`src/rtl/acoustics_pkg.sv`:
```
// rtl/acoustics_pkg.sv - shared types and constants for the hydrophone sampling path
package acoustics_pkg;

  typedef enum logic [1:0] {
    IDLE    = 2'd0,
    WAIT    = 2'd1,
    CAPTURE = 2'd2,
    EMIT    = 2'd3
  } sched_state_e;

  localparam int N_CH_DEFAULT     = 4;
  localparam int ADC_DATA_W       = 12;
  localparam int ADC_FRAME_CYCLES = 18;
  localparam int FRAME_TS_W       = 32;

  // Frame layout for the default configuration; the flat frame bus uses the same order.
  typedef struct packed {
    logic [N_CH_DEFAULT-1:0]            missing;
    logic [FRAME_TS_W-1:0]              ts;
    logic [N_CH_DEFAULT*ADC_DATA_W-1:0] data;
  } frame_t;

endpackage

```
`src/rtl/sample_frame_reg.sv`:
```
// rtl/sample_frame_reg.sv - single-entry valid/ready frame register, drops new frames when full
module sample_frame_reg #(
  parameter int W = 84
) (
  input  logic         clk,
  input  logic         reset_n,
  input  logic         s_tvalid,
  input  logic [W-1:0] s_tdata,
  output logic         m_tvalid,
  input  logic         m_tready,
  output logic [W-1:0] m_tdata,
  output logic         drop
);

  // Load when empty or draining this cycle; otherwise hold the pending frame untouched.
  always_ff @(posedge clk) begin
    if (!reset_n) begin
      m_tvalid <= 1'b0;
      m_tdata  <= '0;
    end else if (s_tvalid && (!m_tvalid || m_tready)) begin
      m_tvalid <= 1'b1;
      m_tdata  <= s_tdata;
    end else if (m_tready) begin
      m_tvalid <= 1'b0;
    end
  end

  // A new frame arriving against a stalled full register is lost.
  assign drop = s_tvalid & m_tvalid & ~m_tready;

endmodule

```
`src/rtl/adc_sample_scheduler.sv`:
```
// rtl/adc_sample_scheduler.sv - periodic ADC capture sequencer with timestamped frame output
module adc_sample_scheduler
  import acoustics_pkg::*;
#(
  parameter int N_CH       = N_CH_DEFAULT,
  parameter int DATA_W     = ADC_DATA_W,
  parameter int SAMPLE_DIV = 100,
  parameter int TIMEOUT    = 40,
  parameter int TS_W       = 32
) (
  input  logic                   clk,
  input  logic                   reset_n,
  input  logic                   run,
  output logic [N_CH-1:0]        adc_enable,
  input  logic [N_CH*DATA_W-1:0] adc_data,
  input  logic [N_CH-1:0]        adc_valid,
  output logic                   frame_valid,
  input  logic                   frame_ready,
  output logic [N_CH*DATA_W-1:0] frame_data,
  output logic [TS_W-1:0]        frame_ts,
  output logic [N_CH-1:0]        frame_missing,
  output logic                   overrun,
  input  logic                   overrun_clr,
  output logic                   busy
);

  localparam int DIV_W   = (SAMPLE_DIV > 1) ? $clog2(SAMPLE_DIV) : 1;
  localparam int TMO_W   = (TIMEOUT > 1) ? $clog2(TIMEOUT) : 1;
  localparam int FRAME_W = N_CH + TS_W + N_CH*DATA_W;

  sched_state_e           state;
  logic [TS_W-1:0]        ts_cnt;
  logic [TS_W-1:0]        ts_hold;
  logic [DIV_W-1:0]       div_cnt;
  logic [TMO_W-1:0]       tmo_cnt;
  logic [N_CH-1:0]        done;
  logic [N_CH-1:0]        capt;
  logic [N_CH*DATA_W-1:0] sample;
  logic [N_CH*DATA_W-1:0] masked;
  logic                   tick;
  logic                   frame_drop;

  assign tick = run && (div_cnt == DIV_W'(SAMPLE_DIV - 1));
  assign capt = adc_valid & ~done & {N_CH{state == CAPTURE}};

  // Combinational on adc_valid so a driver freezes in the very cycle it reports its sample.
  assign adc_enable = {N_CH{state == CAPTURE}} & ~done & ~adc_valid;
  assign busy       = (state != IDLE);

  // Free-running timestamp base, independent of run.
  always_ff @(posedge clk) begin
    if (!reset_n) ts_cnt <= '0;
    else          ts_cnt <= ts_cnt + 1'b1;
  end

  // Sample period counter, parked at 0 whenever scheduling is disabled.
  always_ff @(posedge clk) begin
    if (!reset_n || !run)                     div_cnt <= '0;
    else if (div_cnt == DIV_W'(SAMPLE_DIV-1)) div_cnt <= '0;
    else                                      div_cnt <= div_cnt + 1'b1;
  end

  // Scheduler FSM with per-channel capture latches and timeout counter.
  always_ff @(posedge clk) begin
    if (!reset_n) begin
      state   <= IDLE;
      ts_hold <= '0;
      tmo_cnt <= '0;
      done    <= '0;
      sample  <= '0;
    end else begin
      for (int i = 0; i < N_CH; i++) begin
        if (capt[i]) sample[i*DATA_W +: DATA_W] <= adc_data[i*DATA_W +: DATA_W];
      end
      case (state)
        IDLE: begin
          if (run) state <= WAIT;
        end
        WAIT: begin
          if (tick) begin
            state   <= CAPTURE;
            ts_hold <= ts_cnt;
            done    <= '0;
            tmo_cnt <= '0;
          end else if (!run) begin
            state <= IDLE;
          end
        end
        CAPTURE: begin
          done    <= done | capt;
          tmo_cnt <= tmo_cnt + 1'b1;
          if ((&(done | capt)) || (tmo_cnt == TMO_W'(TIMEOUT - 1))) state <= EMIT;
        end
        EMIT: begin
          state <= run ? WAIT : IDLE;
        end
        default: state <= IDLE;
      endcase
    end
  end

  // Channels that never reported carry a zero sample.
  always_comb begin
    masked = '0;
    for (int i = 0; i < N_CH; i++) begin
      if (done[i]) masked[i*DATA_W +: DATA_W] = sample[i*DATA_W +: DATA_W];
    end
  end

  sample_frame_reg #(
    .W(FRAME_W)
  ) u_frame_reg (
    .clk      (clk),
    .reset_n  (reset_n),
    .s_tvalid (state == EMIT),
    .s_tdata  ({~done, ts_hold, masked}),
    .m_tvalid (frame_valid),
    .m_tready (frame_ready),
    .m_tdata  ({frame_missing, frame_ts, frame_data}),
    .drop     (frame_drop)
  );

  // Sticky loss flag: a dropped frame or a tick outside WAIT; setting beats clearing.
  always_ff @(posedge clk) begin
    if (!reset_n)                              overrun <= 1'b0;
    else if (frame_drop || (tick && state != WAIT)) overrun <= 1'b1;
    else if (overrun_clr)                      overrun <= 1'b0;
  end

endmodule

```
`config.mk`:
```
export PLATFORM = sky130hd
export DESIGN_NAME = adc_sample_scheduler
export DESIGN_NICKNAME = d
export VERILOG_FILES = /design/src/rtl/acoustics_pkg.sv /design/src/rtl/sample_frame_reg.sv /design/src/rtl/adc_sample_scheduler.sv
export SDC_FILE = /design/constraint.sdc
export NUM_CORES = 1
export LEC_CHECK = 0
export CAP_MARGIN = 20
export CORE_AREA = 2 2 167 169
export CTS_BUF_LIST = sky130_fd_sc_hd__clkbuf_4
export CTS_CLUSTER_DIAMETER = 80
export DETAILED_ROUTE_END_ITERATION = 8
export DIE_AREA = 0 0 169 171
export GPL_ROUTABILITY_DRIVEN = 0
export PLACE_DENSITY_LB_ADDON = 0.3
export SLEW_MARGIN = 20
export SYNTH_ARGS = -nofsm -noshare
export SYNTH_HDL_FRONTEND = slang
export SYNTH_SLANG_ARGS = --single-unit
```
`constraint.sdc`:
```
create_clock -name clk -period 2.4 [get_ports clk]
set_clock_uncertainty 0.15 [all_clocks]
set_input_delay 0.24 -clock clk [delete_from_list [all_inputs] [get_ports clk]]
set_output_delay 0.24 -clock clk [all_outputs]
set_load 0.005 [all_outputs]
```
Word-level counts from Yosys, hierarchy flattened
Index checks and enable logic that the tools add are counted.
Operators by class
  add/sub/neg operators: 3
  eq/ne operators: 10
  muxes and demuxes: 18
  bitwise gates (word level): 10
  reductions and logical operators: 20
Operator list (count)
  two-way mux 12 bit: 4
  adder 32 x 1 -> 32 bit (second input constant): 1
  AND 4 bit: 4
  one-hot mux 6 bit (2 select lines): 1
  two-way mux 2 bit: 4
  NOT 4 bit: 2
  one-hot mux 2 bit (4 select lines): 1
  one-hot mux 4 bit (2 select lines): 1
  nonzero test 2 bit: 4
  adder 7 x 1 -> 7 bit (second input constant): 1
  equality test 7 bit (second input constant): 1
  adder 6 x 1 -> 6 bit (second input constant): 1
  equality test 6 bit (second input constant): 1
  two-way mux 6 bit: 1
  two-way mux 1 bit: 5
  equality test 2 bit (second input constant): 2
  logical OR 1 bit: 4
  two-way mux 4 bit: 1
  != test 2 x 1 -> 1 bit (second input constant): 2
  != test 2 bit (second input constant): 2
  bitwise OR 4 bit: 1
  AND reduction 2 bit: 2
  AND reduction 4 bit: 1
  logical AND 1 bit: 3
  other kinds (8): 11
Storage, ports and cells
  register bits after elaboration: 217
  input port bits: 57
  output and inout bits: 91
  word-level logic and storage cells: 74

Depth between registers and ports, before layout
  depth after elaboration: 8
  mapped depth: 7

Modules after synthesis
Synthesis repeated with hierarchy kept, for this count alone.
Unflattened totals
  cell total of the unflattened synthesis: 1010
  area, all modules: 8898.5 um^2
Modules (own cells, without submodules)
  adc_sample_scheduler: times used 1, cells an instance 640, area each 5469.0 um^2, seq. area each 2642.5 um^2
  sample_frame_reg: times used 1, cells an instance 370, area each 3429.5 um^2, seq. area each 1701.6 um^2

Worst setup path after synthesis
No wires, ideal clock.
  kind: flip-flop to flip-flop
  start: register ts_cnt[0]
  end: register ts_cnt[26]
  library setup time: 70 ps
  arrival: 1820 ps
  data required time: 2180 ps
  slack: 360 ps
  stages on the path, launching flop included: 8
  period minus slack after synthesis: 2040 ps
  path through: dfxtp_1 > ha_1 > and3_1 > clkbuf_2 > nand4_1 > clkbuf_1 > or3_2 > a21oi_1
On the way
  cells in the longest elaborated chain, start to end: 1
Ends and longest elaborated chain
  start, declared: line adc_sample_scheduler.sv:32  | logic [TS_W-1:0] ts_cnt;
  start signal, assigned: line adc_sample_scheduler.sv:53  | else ts_cnt <= ts_cnt + 1'b1;
  adder 32 x 1 -> 32 bit: line adc_sample_scheduler.sv:53
Every way passes these cells.
A chain may end at the register's enable or synchronous reset.

==> metrics.log <==
INFO  metric design.final.nets = 1235
INFO  metric die_height = 171 um
INFO  metric yosysTopAreaCellShare = 0.5387
INFO  metric criticalPathCategory = reg -> out
INFO  metric yosys.area_share.xor_xnor = 0.01955
INFO  metric worstHoldPathType = in -> reg
INFO  metric power.net_switching = 0.001625 W
INFO  metric clk-insertion-delay-late = 720 ps
INFO  metric syn-cell-area = 0.008064 mm2
INFO  metric routedWlPerCell = 13.53 um
INFO  metric groute.usage.overall = 0.1473
INFO  metric placeableCoreArea = 0.02732 mm2
INFO  metric max-cap-violations = 0
INFO  metric clock_tree.root_cell = sky130_fd_sc_hd__clkbuf_4
INFO  metric p_leak = 4.053 nW
INFO  metric cp-start-kind = flop
INFO  metric post-synth-top-area-cell = sky130_fd_sc_hd__dfxtp_1
INFO  metric clkTransAtPathRegs = 60 ps
INFO  metric antenna_found_initial = 1
INFO  metric worstPathArrival = 1900 ps
INFO  metric critical_path_required = 2010 ps
INFO  metric share_of_synthesized_cell_area_in_full_adder_half_adder_and_majority_cells = 0.004655
INFO  metric layout.cells.non_filler = 1563
INFO  metric synth.avg_cell_area = 8.409 um2
INFO  metric area.growth.synth_to_final = 39.38%
INFO  metric postSynthRegisterBits = 217
INFO  metric grt_overflow = 0
INFO  metric powerDensity = 628.1 mW/mm2
INFO  metric placed_cells = 1411
INFO  metric simple_logic_cell_fraction_of_the_synthesized_area = 0.2341
INFO  metric drt_first_iter_violations = 252
INFO  metric fillers = 2808
INFO  metric cts_sinks = 217
INFO  metric route.detailed.drc = 0
INFO  metric drt-vias-per-instance = 4.661
INFO  metric max_slew.worst_pin.slew = 643.2 ps
INFO  metric detail_route.first_pass.iterations = 4
INFO  metric top_achievable_clock_speed = 0.4365 GHz
INFO  metric setup_repair_after_global_routing_missed_its_margin = yes
INFO  metric power_frac_comb = 0.038
INFO  metric setup_tns = 0 ps
INFO  metric htree_num_levels = 2
INFO  metric timing_max_transition_violations_final = 0
INFO  metric p_seq_frac = 0.512
INFO  metric wire_length_of_the_first_global_routing_pass = 34800 um
INFO  metric power_report.internal_total = 0.005434 W
INFO  metric wl = 21160 um
INFO  metric first_global_vias = 6940
INFO  metric path_max_fanout = 9
INFO  metric synth_area_in_compound_gates = 0.1232
INFO  metric synth.net_count = 1019
INFO  metric grt_max_degree = 65
INFO  metric fp.dieArea = 0.02890 mm2
INFO  metric effective_utilization_at_floorplan = 0.2951
INFO  metric layout-drive-gt1-share = 0.1160
INFO  metric setup_viol = 0
INFO  metric detailed_place_hpwl = 13170 um
INFO  metric cts_tree = done
INFO  metric period_share = 0.9546
INFO  metric synth_area_leaders = sky130_fd_sc_hd__dfxtp_1 54%, sky130_fd_sc_hd__nand2_1 10%, sky130_fd_sc_hd__a21oi_1 10%
INFO  metric placementRows = 61
INFO  metric io_buffers = 147
INFO  metric post_synth_mux_area_share = 0.03972
INFO  metric die_span_x = 169 um
INFO  metric antenna_violating_nets_left = 0
INFO  metric layout.cell_area.non_filler = 0.01124 mm2
INFO  metric sw_frac_of_total = 0.2302
INFO  metric dr_total_vias = 7285
INFO  metric clockPowerShare = 0.450
INFO  metric worstSetupEndpointType = output pin
INFO  metric status = finished, final reports clean
INFO  metric synth_enable_flop_cells = 0
INFO  metric synth_cells = 959
INFO  metric yosysSeqAreaShare = 0.5387
INFO  metric synth_top_family_by_area = simple AND/OR/NAND/NOR gates
INFO  metric max_slew_margin = 0.5712
INFO  metric postPlaceCellArea = 0.009995 mm2
INFO  metric postSynth.topFlopCell = sky130_fd_sc_hd__dfxtp_1
INFO  metric finalHoldViolCount = 0
INFO  metric cts_buffers = 59
INFO  metric ioPinCount = 148
INFO  metric max-vdd-ir-drop = 0.3180 mV
INFO  metric yosys.cell_count.top_type = sky130_fd_sc_hd__nand2_1
INFO  metric cts_post_setup_buffers_inserted = 0
INFO  metric post_synth_most_frequent_cells = 224 x sky130_fd_sc_hd__nand2_1, 217 x sky130_fd_sc_hd__dfxtp_1, 161 x sky130_fd_sc_hd__a21oi_1
INFO  metric min_period = 2291 ps
INFO  metric post_synth_num_cell_types = 41
INFO  metric yosys_warning_count = 0
INFO  metric clock_tree.buffer_depth = 3
INFO  metric synth-async-reset-ratio = 0
[metrics by stage]
step,hold WS (ps),total power (W),util,setup slack (ps)
detailed placement,289.8,0.003898,0.3658,192.7
CTS,63.94,0.007194,0.4109,3.329
global route,109.5,0.007408,0.4113,-7.605
global placement,271.8,0.003898,0.3658,238.2
finish,146.6,0.007059,0.4113,109.0
floorplan,211.7,0.003760,-,359.8
[metal layers]
metal	up-vias	global-route usage	routed length [um]
li1	3718	-	-
met1	3374	0.1869	9931
met2	150	0.2450	9836
met3	43	0.03424	920
met4	0	0.05388	467
met5	-	0	0
[kinds of logic (layout without fill, tap and decap cells)]
group,after synthesis,after routing
fa+ha+maj,3,3
mux,32,32
compound gates,189,189
simple gates,423,423
buf+inv,77,334
flops,217,217
other cells,0,1
xor+xnor,18,18
[placed cells by master (no fill, tap or decap), types with 2 or more instances in the layout]
cell type / synthesis / final
sky130_fd_sc_hd__a211oi_1: 3 / 3
sky130_fd_sc_hd__or3_2: 3 / 3
sky130_fd_sc_hd__inv_6: 0 / 2
sky130_fd_sc_hd__xnor2_1: 7 / 7
sky130_fd_sc_hd__dfxtp_1: 217 / 215
sky130_fd_sc_hd__buf_12: 0 / 7
sky130_fd_sc_hd__a21oi_1: 161 / 161
sky130_fd_sc_hd__nor2b_1: 3 / 3
sky130_fd_sc_hd__clkinv_1: 1 / 9
sky130_fd_sc_hd__nand3b_1: 4 / 4
sky130_fd_sc_hd__xor2_1: 11 / 11
sky130_fd_sc_hd__nand2b_1: 3 / 2
sky130_fd_sc_hd__o31ai_1: 11 / 11
sky130_fd_sc_hd__and3_1: 5 / 5
sky130_fd_sc_hd__nor2_1: 62 / 61
sky130_fd_sc_hd__or2_2: 5 / 5
sky130_fd_sc_hd__buf_4: 0 / 20
sky130_fd_sc_hd__ha_1: 3 / 3
sky130_fd_sc_hd__o22ai_1: 2 / 2
sky130_fd_sc_hd__inv_1: 8 / 8
sky130_fd_sc_hd__nor3b_1: 4 / 4
sky130_fd_sc_hd__or4_1: 11 / 11
sky130_fd_sc_hd__clkdlybuf4s50_1: 0 / 145
sky130_fd_sc_hd__nor3_2: 0 / 2
sky130_fd_sc_hd__or3_1: 6 / 6
sky130_fd_sc_hd__and2_1: 4 / 4
sky130_fd_sc_hd__nand4_1: 11 / 11
sky130_fd_sc_hd__nand2_1: 224 / 224
sky130_fd_sc_hd__clkinvlp_4: 0 / 2
sky130_fd_sc_hd__dlygate4sd3_1: 0 / 49
sky130_fd_sc_hd__nor3_1: 6 / 4
sky130_fd_sc_hd__and4_2: 2 / 2
sky130_fd_sc_hd__clkinv_2: 0 / 2
sky130_fd_sc_hd__nand3_1: 66 / 65
sky130_fd_sc_hd__o21ai_0: 9 / 9
sky130_fd_sc_hd__mux2i_1: 32 / 32
sky130_fd_sc_hd__clkbuf_4: 0 / 88
[registers in the layout, indices dropped and copies added (netlist names), named ones only]
name                  cells
ts_hold                  32
sample                   48
done                      4
ts_cnt                   32
u_frame_reg.m_tvalid      1
tmo_cnt                   6
state                     1
u_frame_reg.m_tdata      84
div_cnt                   7
overrun                   1
[critical path, cell delays in order, from the launching register on]
cell and delay (ps):
sky130_fd_sc_hd__dfxtp_4 400, sky130_fd_sc_hd__nand2b_4 140, sky130_fd_sc_hd__nor3_1 160, sky130_fd_sc_hd__clkdlybuf4s50_1 530
[power groups by stage]
stage	registers [W]	clock network (W)	logic [W]
floorplan	0.00369	0	0.0000669
global placement	0.00369	0	0.000204
detailed placement	0.00369	0	0.000203
CTS	0.00361	0.00331	0.000268
global route	0.00361	0.00351	0.000289
finish	0.00361	0.00318	0.000268
[repair_timing]
item | 4_1_cts | 5_1_grt
setup endpoints to repair | 4 | 3
endpoints found under the hold margin | 49 | 0
resized for setup | 6 | 3
hold buffers | 49 | 0
[final cells by class]
cell class                 count  area (um2)  share of cell area
sequential                   217        4349              0.3870
multi-input combinational    665        3435              0.3056
timing repair buffer         223        2253              0.2005
clock buffer                  88       660.6             0.05878
tap                          346       432.9             0.03852
clock inverter                14       67.56            0.006011
inverter                       9       38.79            0.003451
antenna                        1       2.502           0.0002226
[worst paths after layout]
check / start / to / slack (ps) / cells past startpoint
worst min-delay path: run / state[0] / 150 / 3
worst max register to register: ts_cnt[15] / ts_cnt[31] / 180 / 4
worst min register to register: sample[7] / u_frame_reg.m_tdata[7] / 260 / 2
worst max-delay path: flop / adc_enable[2] / 110 / 3
Power figures use the tool's default switching activity.
